File: config.mk
export PLATFORM = sky130hd
export DESIGN_NAME = conv16to8bit
export DESIGN_NICKNAME = d
export VERILOG_FILES = /design/src/rtl/conv16to8bit.sv
export SDC_FILE = /design/constraint.sdc
export NUM_CORES = 1
export LEC_CHECK = 0
export ABC_CLOCK_PERIOD_IN_PS = 3200
export CELL_PAD_IN_SITES_DETAIL_PLACEMENT = 1
export CELL_PAD_IN_SITES_GLOBAL_PLACEMENT = 1
export CORE_MARGIN = 5
export CORE_UTILIZATION = 43
export CTS_CLUSTER_DIAMETER = 150
export CTS_CLUSTER_SIZE = 25
export DETAILED_ROUTE_END_ITERATION = 10
export PLACE_DENSITY = 0.95
export SLEW_MARGIN = 40
export SYNTH_ARGS = -nofsm -noshare
export SYNTH_HDL_FRONTEND = slang
export SYNTH_SLANG_ARGS = --single-unit
File: constraint.sdc
create_clock -name i_clk -period 3.2 [get_ports i_clk]
set_input_delay 0.64 -clock i_clk [delete_from_list [all_inputs] [get_ports i_clk]]
set_output_delay 0.64 -clock i_clk [all_outputs]
set_load 0.01 [all_outputs]
File: src/rtl/conv16to8bit.sv
// conv16to8bit: serializes 16-bit game-state words into bytes for a UART TX.
// Each link session opens with one sync keyword byte. It then streams MSB/LSB
// pairs back-to-back for as long as the link is enabled, so the far-end
// receiver stays locked. Bytes are handed over one at a time with a
// tx_start/tx_done handshake. A watchdog abandons a byte whose tx_done never
// arrives.
//
// state | meaning
// ------+-----------------------------------------------------------------
// IDLE  | link disabled or session aborted; nothing in flight
// KEY   | sync keyword issued, waiting for tx_done
// MSB   | high byte of the held word issued, waiting for tx_done
// LSB   | low byte of the held word issued, waiting for tx_done

module conv16to8bit #(
    parameter logic [7:0]  KEYWORD      = 8'h0F,
    parameter logic [15:0] DONE_TIMEOUT = 16'd50000
) (
    input  logic        i_clk,
    input  logic        i_rst,
    input  logic        i_en,
    input  logic [15:0] i_din,
    input  logic        i_tx_done,
    output logic        o_tx_start,
    output logic [7:0]  o_tx_data,
    output logic        o_synced,
    output logic        o_frame_done,
    output logic        o_tx_err
);

    typedef enum logic [1:0] {
        ST_IDLE = 2'd0,
        ST_KEY  = 2'd1,
        ST_MSB  = 2'd2,
        ST_LSB  = 2'd3
    } state_t;

    state_t      r_state;
    state_t      w_state_nxt;
    logic [15:0] r_hold;
    logic [15:0] w_hold_nxt;
    logic [15:0] r_wdog;
    logic [15:0] w_wdog_nxt;
    logic [7:0]  r_tx_data;
    logic [7:0]  w_tx_data_nxt;
    logic        r_tx_start;
    logic        w_tx_start_nxt;
    logic        r_synced;
    logic        w_synced_nxt;
    logic        r_frame_done;
    logic        w_frame_done_nxt;
    logic        r_tx_err;
    logic        w_tx_err_nxt;

    logic        w_done;
    logic        w_expire;

    // A tx_done that lands in the same cycle as our own tx_start belongs to
    // no byte of ours, so it is discarded here rather than in every state.
    assign w_done   = i_tx_done & ~r_tx_start;
    assign w_expire = (r_wdog == (DONE_TIMEOUT - 16'd1));

    // Next-state, byte selection and watchdog update.
    always_comb begin
        w_state_nxt      = r_state;
        w_hold_nxt       = r_hold;
        w_tx_data_nxt    = r_tx_data;
        w_tx_start_nxt   = 1'b0;
        w_synced_nxt     = r_synced;
        w_frame_done_nxt = 1'b0;
        w_tx_err_nxt     = 1'b0;
        w_wdog_nxt       = r_wdog;

        if ((r_state != ST_IDLE) && !w_done) begin
            w_wdog_nxt = r_wdog + 16'd1;
        end

        case (r_state)
            ST_IDLE: begin
                if (i_en) begin
                    w_state_nxt    = ST_KEY;
                    w_tx_data_nxt  = KEYWORD;
                    w_tx_start_nxt = 1'b1;
                end
            end
            ST_KEY: begin
                if (w_done) begin
                    if (i_en) begin
                        w_state_nxt    = ST_MSB;
                        w_hold_nxt     = i_din;
                        w_tx_data_nxt  = i_din[15:8];
                        w_tx_start_nxt = 1'b1;
                        w_synced_nxt   = 1'b1;
                    end else begin
                        w_state_nxt = ST_IDLE;
                    end
                end
            end
            ST_MSB: begin
                // The pair is always completed, even if en has dropped,
                // so the receiver never sees half a word.
                if (w_done) begin
                    w_state_nxt    = ST_LSB;
                    w_tx_data_nxt  = r_hold[7:0];
                    w_tx_start_nxt = 1'b1;
                end
            end
            ST_LSB: begin
                if (w_done) begin
                    w_frame_done_nxt = 1'b1;
                    if (i_en) begin
                        w_state_nxt    = ST_MSB;
                        w_hold_nxt     = i_din;
                        w_tx_data_nxt  = i_din[15:8];
                        w_tx_start_nxt = 1'b1;
                    end else begin
                        w_state_nxt  = ST_IDLE;
                        w_synced_nxt = 1'b0;
                    end
                end
            end
            default: begin
                w_state_nxt = ST_IDLE;
            end
        endcase

        // A late tx_done still wins over an expiry in the same cycle.
        if ((r_state != ST_IDLE) && !w_done && w_expire) begin
            w_state_nxt  = ST_IDLE;
            w_tx_err_nxt = 1'b1;
            w_synced_nxt = 1'b0;
        end

        if (w_tx_start_nxt || (w_state_nxt == ST_IDLE)) begin
            w_wdog_nxt = 16'd0;
        end
    end

    // State and output registers; reset aborts any byte in flight at once.
    always_ff @(posedge i_clk or posedge i_rst) begin
        if (i_rst) begin
            r_state      <= ST_IDLE;
            r_hold       <= 16'd0;
            r_wdog       <= 16'd0;
            r_tx_data    <= 8'h00;
            r_tx_start   <= 1'b0;
            r_synced     <= 1'b0;
            r_frame_done <= 1'b0;
            r_tx_err     <= 1'b0;
        end else begin
            r_state      <= w_state_nxt;
            r_hold       <= w_hold_nxt;
            r_wdog       <= w_wdog_nxt;
            r_tx_data    <= w_tx_data_nxt;
            r_tx_start   <= w_tx_start_nxt;
            r_synced     <= w_synced_nxt;
            r_frame_done <= w_frame_done_nxt;
            r_tx_err     <= w_tx_err_nxt;
        end
    end

    assign o_tx_start   = r_tx_start;
    assign o_tx_data    = r_tx_data;
    assign o_synced     = r_synced;
    assign o_frame_done = r_frame_done;
    assign o_tx_err     = r_tx_err;

endmodule

# Yosys cells after proc, flatten, opt, wreduce, memory -nomap -nowiden
# Index checks and enable logic that the tools add are counted.
# word_totals
register_bits,38
# classes
add_sub_neg,1
n_eq_ne,12
n_mux,25
bitwise_logic,2
n_reduce_logical,13
# op_table
op,count
2-to-1 mux 16 bit,2
2-to-1 mux 8 bit,4
one-hot mux 8 bit (3 select lines),1
"adder 16 x 1 -> 16 bit, second input constant",1
"== test 16 bit, second input constant",1
"inequality test 3 bit, second input constant",4
2-to-1 mux 1 bit,10
2-to-1 mux 2 bit,5
one-hot mux 2 bit (3 select lines),1
AND reduction 5 bit,1
"== test 2 bit, second input constant",2
logical NOT 2 bit,2
"inequality test 2 x 1 -> 1 bit, second input constant",2
"inequality test 2 bit, second input constant",2
AND reduction 4 bit,1
nonzero test 2 bit,2
one-hot mux 1 bit (3 select lines),1
AND reduction 3 bit,1
nonzero test 3 bit,1
"== test 2 x 1 -> 1 bit, second input constant",1
logical AND 1 bit,2
one-hot mux 1 bit (2 select lines),1
OR reduction 2 bit,1
AND 1 bit,1
other kinds (3),3

# Depth between registers and ports, before layout
# depth
word_depth,9
ltp_mapped,7

# Worst setup path after synthesis
# OpenSTA, ideal clock, no wires.
# synth_timing
path_kind,input-to-reg
startpoint,input port i_tx_done
endpoint,register r_wdog[13]
setup_ns,0.078
t_arrival_ns,1.906
setup_slack_ns,1.216
stages,5
path_buffers,1
path_cell_list,nor2b_1 -> or3_1 -> clkbuf_1 -> or4_1 -> a21oi_1
# synth_via
elab_chain_len,8
# synth_rtl
item,line,rtl
start: declaration,23,"input logic i_tx_done,"
AND 1 bit (*),60,assign w_done = i_tx_done & ~r_tx_start;
branches (longest 7 deep; another with 2-to-1 mux 16 bit),-,
end signal: assignment,153,r_wdog <= w_wdog_nxt;
end: declaration,42,logic [15:0] r_wdog;
# Every way passes the cells marked *.
# A chain may end at the register's enable or synchronous reset.

# Worst setup path after layout
# layout_timing
startpoint,input port i_tx_done
endpoint,register r_state[0]
# layout_via
elab_chain_len,5
# layout_rtl
item,line,rtl
AND 1 bit (*),60,
branches (longest 3 deep; another with one-hot mux 2 bit (3 select lines)),-,
2-to-1 mux 2 bit (*),128,if ((r_state != ST_IDLE) && !w_done && w_expire) begin
net w_state_nxt[0],39,state_t w_state_nxt;
end signal: assignment,151,r_state <= w_state_nxt;
end: declaration,38,state_t r_state;
# Mark *: on every way through the listed nets, which the timed path passes.

==> flow_metrics.py <==
metrics = {
    "yosys": {
        "yosysWarnings": 0,
        "synth_area_mm2": 0.00174,
        "ys_ff_latch": 38,
        "yosysUniqueCellTypes": 32,
        "yosysSeqAreaShare_pct": 54.7,
        "synth.net_count": 187,
        "avgSynthCellArea_um2": 10.5,
        "synth.top_cell.area_share_pct": 54.7,
        "syn_inst": 166,
        "synth_area_leaders": "dfrtp_1, mux2_2, nand2_1",
        "synth_largest_area_cell": "dfrtp_1",
    },
    "timing": {
        "fmax_mhz": 420,
        "hold_viol_final": 0,
        "tns_ns": 0,
        "rsz0062_at_grt": "no",
        "tightest_slew_ns": 0.669,
        "setup_viol": 0,
        "skew_ns": 0.00859,
        "relSlewSlack_pct": 55.4,
        "period_share_pct": 74.4,
        "final.min_clock_period_ns": 2.38,
        "hold_slack_ns": 0.497,
        "drv_slew": 0,
    },
    "routing": {
        "via_per_inst": 5.53,
        "routedWlPerCell_um": 17.9,
        "vias": 1378,
        "dr.pass1.iters": 4,
        "postRouteAntennaNets": 0,
        "drc": 0,
        "drt_iter0_drc": 62,
        "wirelength_um": 4450,
    },
    "critical_path": {
        "slowest_delay_ns": 0.53,
        "critPathCaptureType": "flop",
        "cp_max_fo": 13,
        "start_kind": "input port",
        "path_cells": "clkdlybuf4s50_1 > nor2b_2 > or3_1 > buf_4 > nor3_1 > nor2_1",
        "worstPathArrival_ns": 2.53,
        "critical_path_required_ns": 3.35,
        "cp_slowest_cell": "nor3_1",
        "crit_type": "input port to flop",
    },
    "finish": {
        "drive_gt1_share_pct": 12.1,
        "antennaDiodeCount": 0,
        "area_delta_synth_final_pct": 26.1,
        "final_common_cell": "dfrtp_1",
        "final_cell_mix": "dfrtp_1, clkdlybuf4s50_1, nand2_1, o21ai_0",
        "fin_nets": 219,
        "stdcell_count": 249,
    },
    "run": {
        "drv_cap": 0,
    },
    "grt": {
        "grt_pass1_vias": 1437,
        "grt-ovfl-total": 0,
        "use_met1_pct": 22.9,
        "grt_pass1_wl_um": 7220,
        "grt_max_degree": 39,
        "top_usage_layer": "met2",
        "grtUsageTotal_pct": 18.1,
        "antenna_found_initial": 0,
        "grt_util_met2_pct": 29.1,
        "grtUsageMet3_pct": 3.56,
    },
    "floorplanning": {
        "chipWidth_um": 73.6,
        "num_rows": 23,
        "die_h_um": 73.6,
        "io_pins": 32,
        "start_util_pct": 43.8,
        "core_mm2": 0.00397,
        "die_area_mm2": 0.00542,
    },
    "worst_hold_path": {
        "hold_class": "flop to flop",
    },
    "power_and_ir_drop": {
        "p_sw_mw": 0.537,
        "p_seq_share_pct": 46.2,
        "power.share.switching_pct": 34.0,
        "p_clk_share_pct": 21.0,
        "p_leak_nw": 0.908,
        "internal-power_mw": 1.04,
        "ir_worst_vdd_uv": 368,
        "p_comb_share_pct": 32.8,
        "p_per_area_mw_per_mm2": 721,
    },
    "run_status": {
        "status": "completed",
    },
    "cts": {
        "cts_tree": "done",
        "clockBufferDepth": 2,
        "clk_pin_slew_ns": 0.07,
        "htreeDepth": 2,
        "cts_setup_buffers": 0,
        "cts_sinks": 38,
        "cts_hold_buf": 0,
        "clk_latency_ns": 0.29,
        "cts_root_buf": "clkbuf_8",
        "cts_buffers": 5,
        "cts_resized": 0,
    },
    "placed_design": {
        "detailed_place_hpwl_um": 3280,
        "gp_congestion": 0.741,
        "dp_cells": 241,
        "port_buffers": 31,
    },
}
[critical path, delay by kind of cell]
kind                   cells  cell delay [ns]
AND/OR/NAND/NOR            4             1.31
buffers and inverters      2             0.57
[routing by layer]
metal	vias to the layer above	routed length [um]
met3	11	137
li1	667	-
met1	678	1900
met5	-	0
met2	22	2280
met4	0	130
[worst paths after layout]
path                       cells past startpoint           end         start  slack (ns)
setup / recovery                               6    r_state[0]     i_tx_done        0.82
hold / removal                                 2  o_tx_data[1]  o_tx_data[1]        0.50
setup reg to reg                               6    r_state[0]     r_wdog[0]        1.06
hold reg to reg                                2  o_tx_data[1]  o_tx_data[1]        0.50
max in group asynchronous                      3     r_hold[1]         i_rst        2.10
min in group asynchronous                      3  o_tx_data[2]         i_rst        0.76
[cells in the mapped netlist (all sizes together)]
library cell	instances
nor2b	2
nand3b	1
o21ai	12
xnor2	5
dfrtp	38
nor4	4
and4bb	1
or4	6
nand4	4
nor4b	1
o31ai	6
or3	4
xor2	2
nor2	11
a21oi	10
mux2	9
nand2	15
nor3	2
clkbuf	4
a21o	1
buf	4
o22ai	5
nand4b	1
nand3	5
inv	7
and3	2
a22oi	3
ha	1
[logic make-up after synthesis]
group | after synthesis | share of synthesized area, %
mux | 9 | 5.83
simple gates | 59 | 19.1
fa+ha+maj | 1 | 0.719
buf+inv | 15 | 3.67
xor+xnor | 7 | 3.53
compound gates | 37 | 12.4
flops | 38 | 54.7
[power groups by stage]
stage | Clock, mW | Sequential (mW) | Combinational (mW)
finish | 0.333 | 0.730 | 0.518
global route | 0.357 | 0.749 | 0.568
CTS | 0.344 | 0.731 | 0.526
detailed placement | 0 | 0.738 | 0.517
global placement | 0 | 0.727 | 0.478
floorplan | 0 | 0.713 | 0.301
[layout make-up]
class                           instances  area, um^2
Fill cell                             453        1780
Sequential cell                        38         951
Multi-Input combinational cell        113         737
Timing Repair Buffer                   33         325
Clock buffer                            7        86.3
Tap cell                               50        62.6
Inverter                                7        26.3
Clock inverter                          1        5.00
[state kept, by name, summed over array words and instances, names as in the netlist]
name,cells
o_frame_done,1
o_synced,1
o_tx_data,8
o_tx_err,1
o_tx_start,1
r_hold,8
r_state,2
r_wdog,16
[per-stage QoR]
stage	instance area, um^2	util, %	setup slack (ns)	power, mW
global route	2190	55.2	0.756	1.68
CTS	2190	55.2	0.690	1.60
global placement	2090	52.6	0.405	1.20
finish	2190	55.2	0.820	1.58
floorplan	1740	-	1.22	1.01
detailed placement	2100	52.9	0.393	1.25
Power figures use the tool's default switching activity.
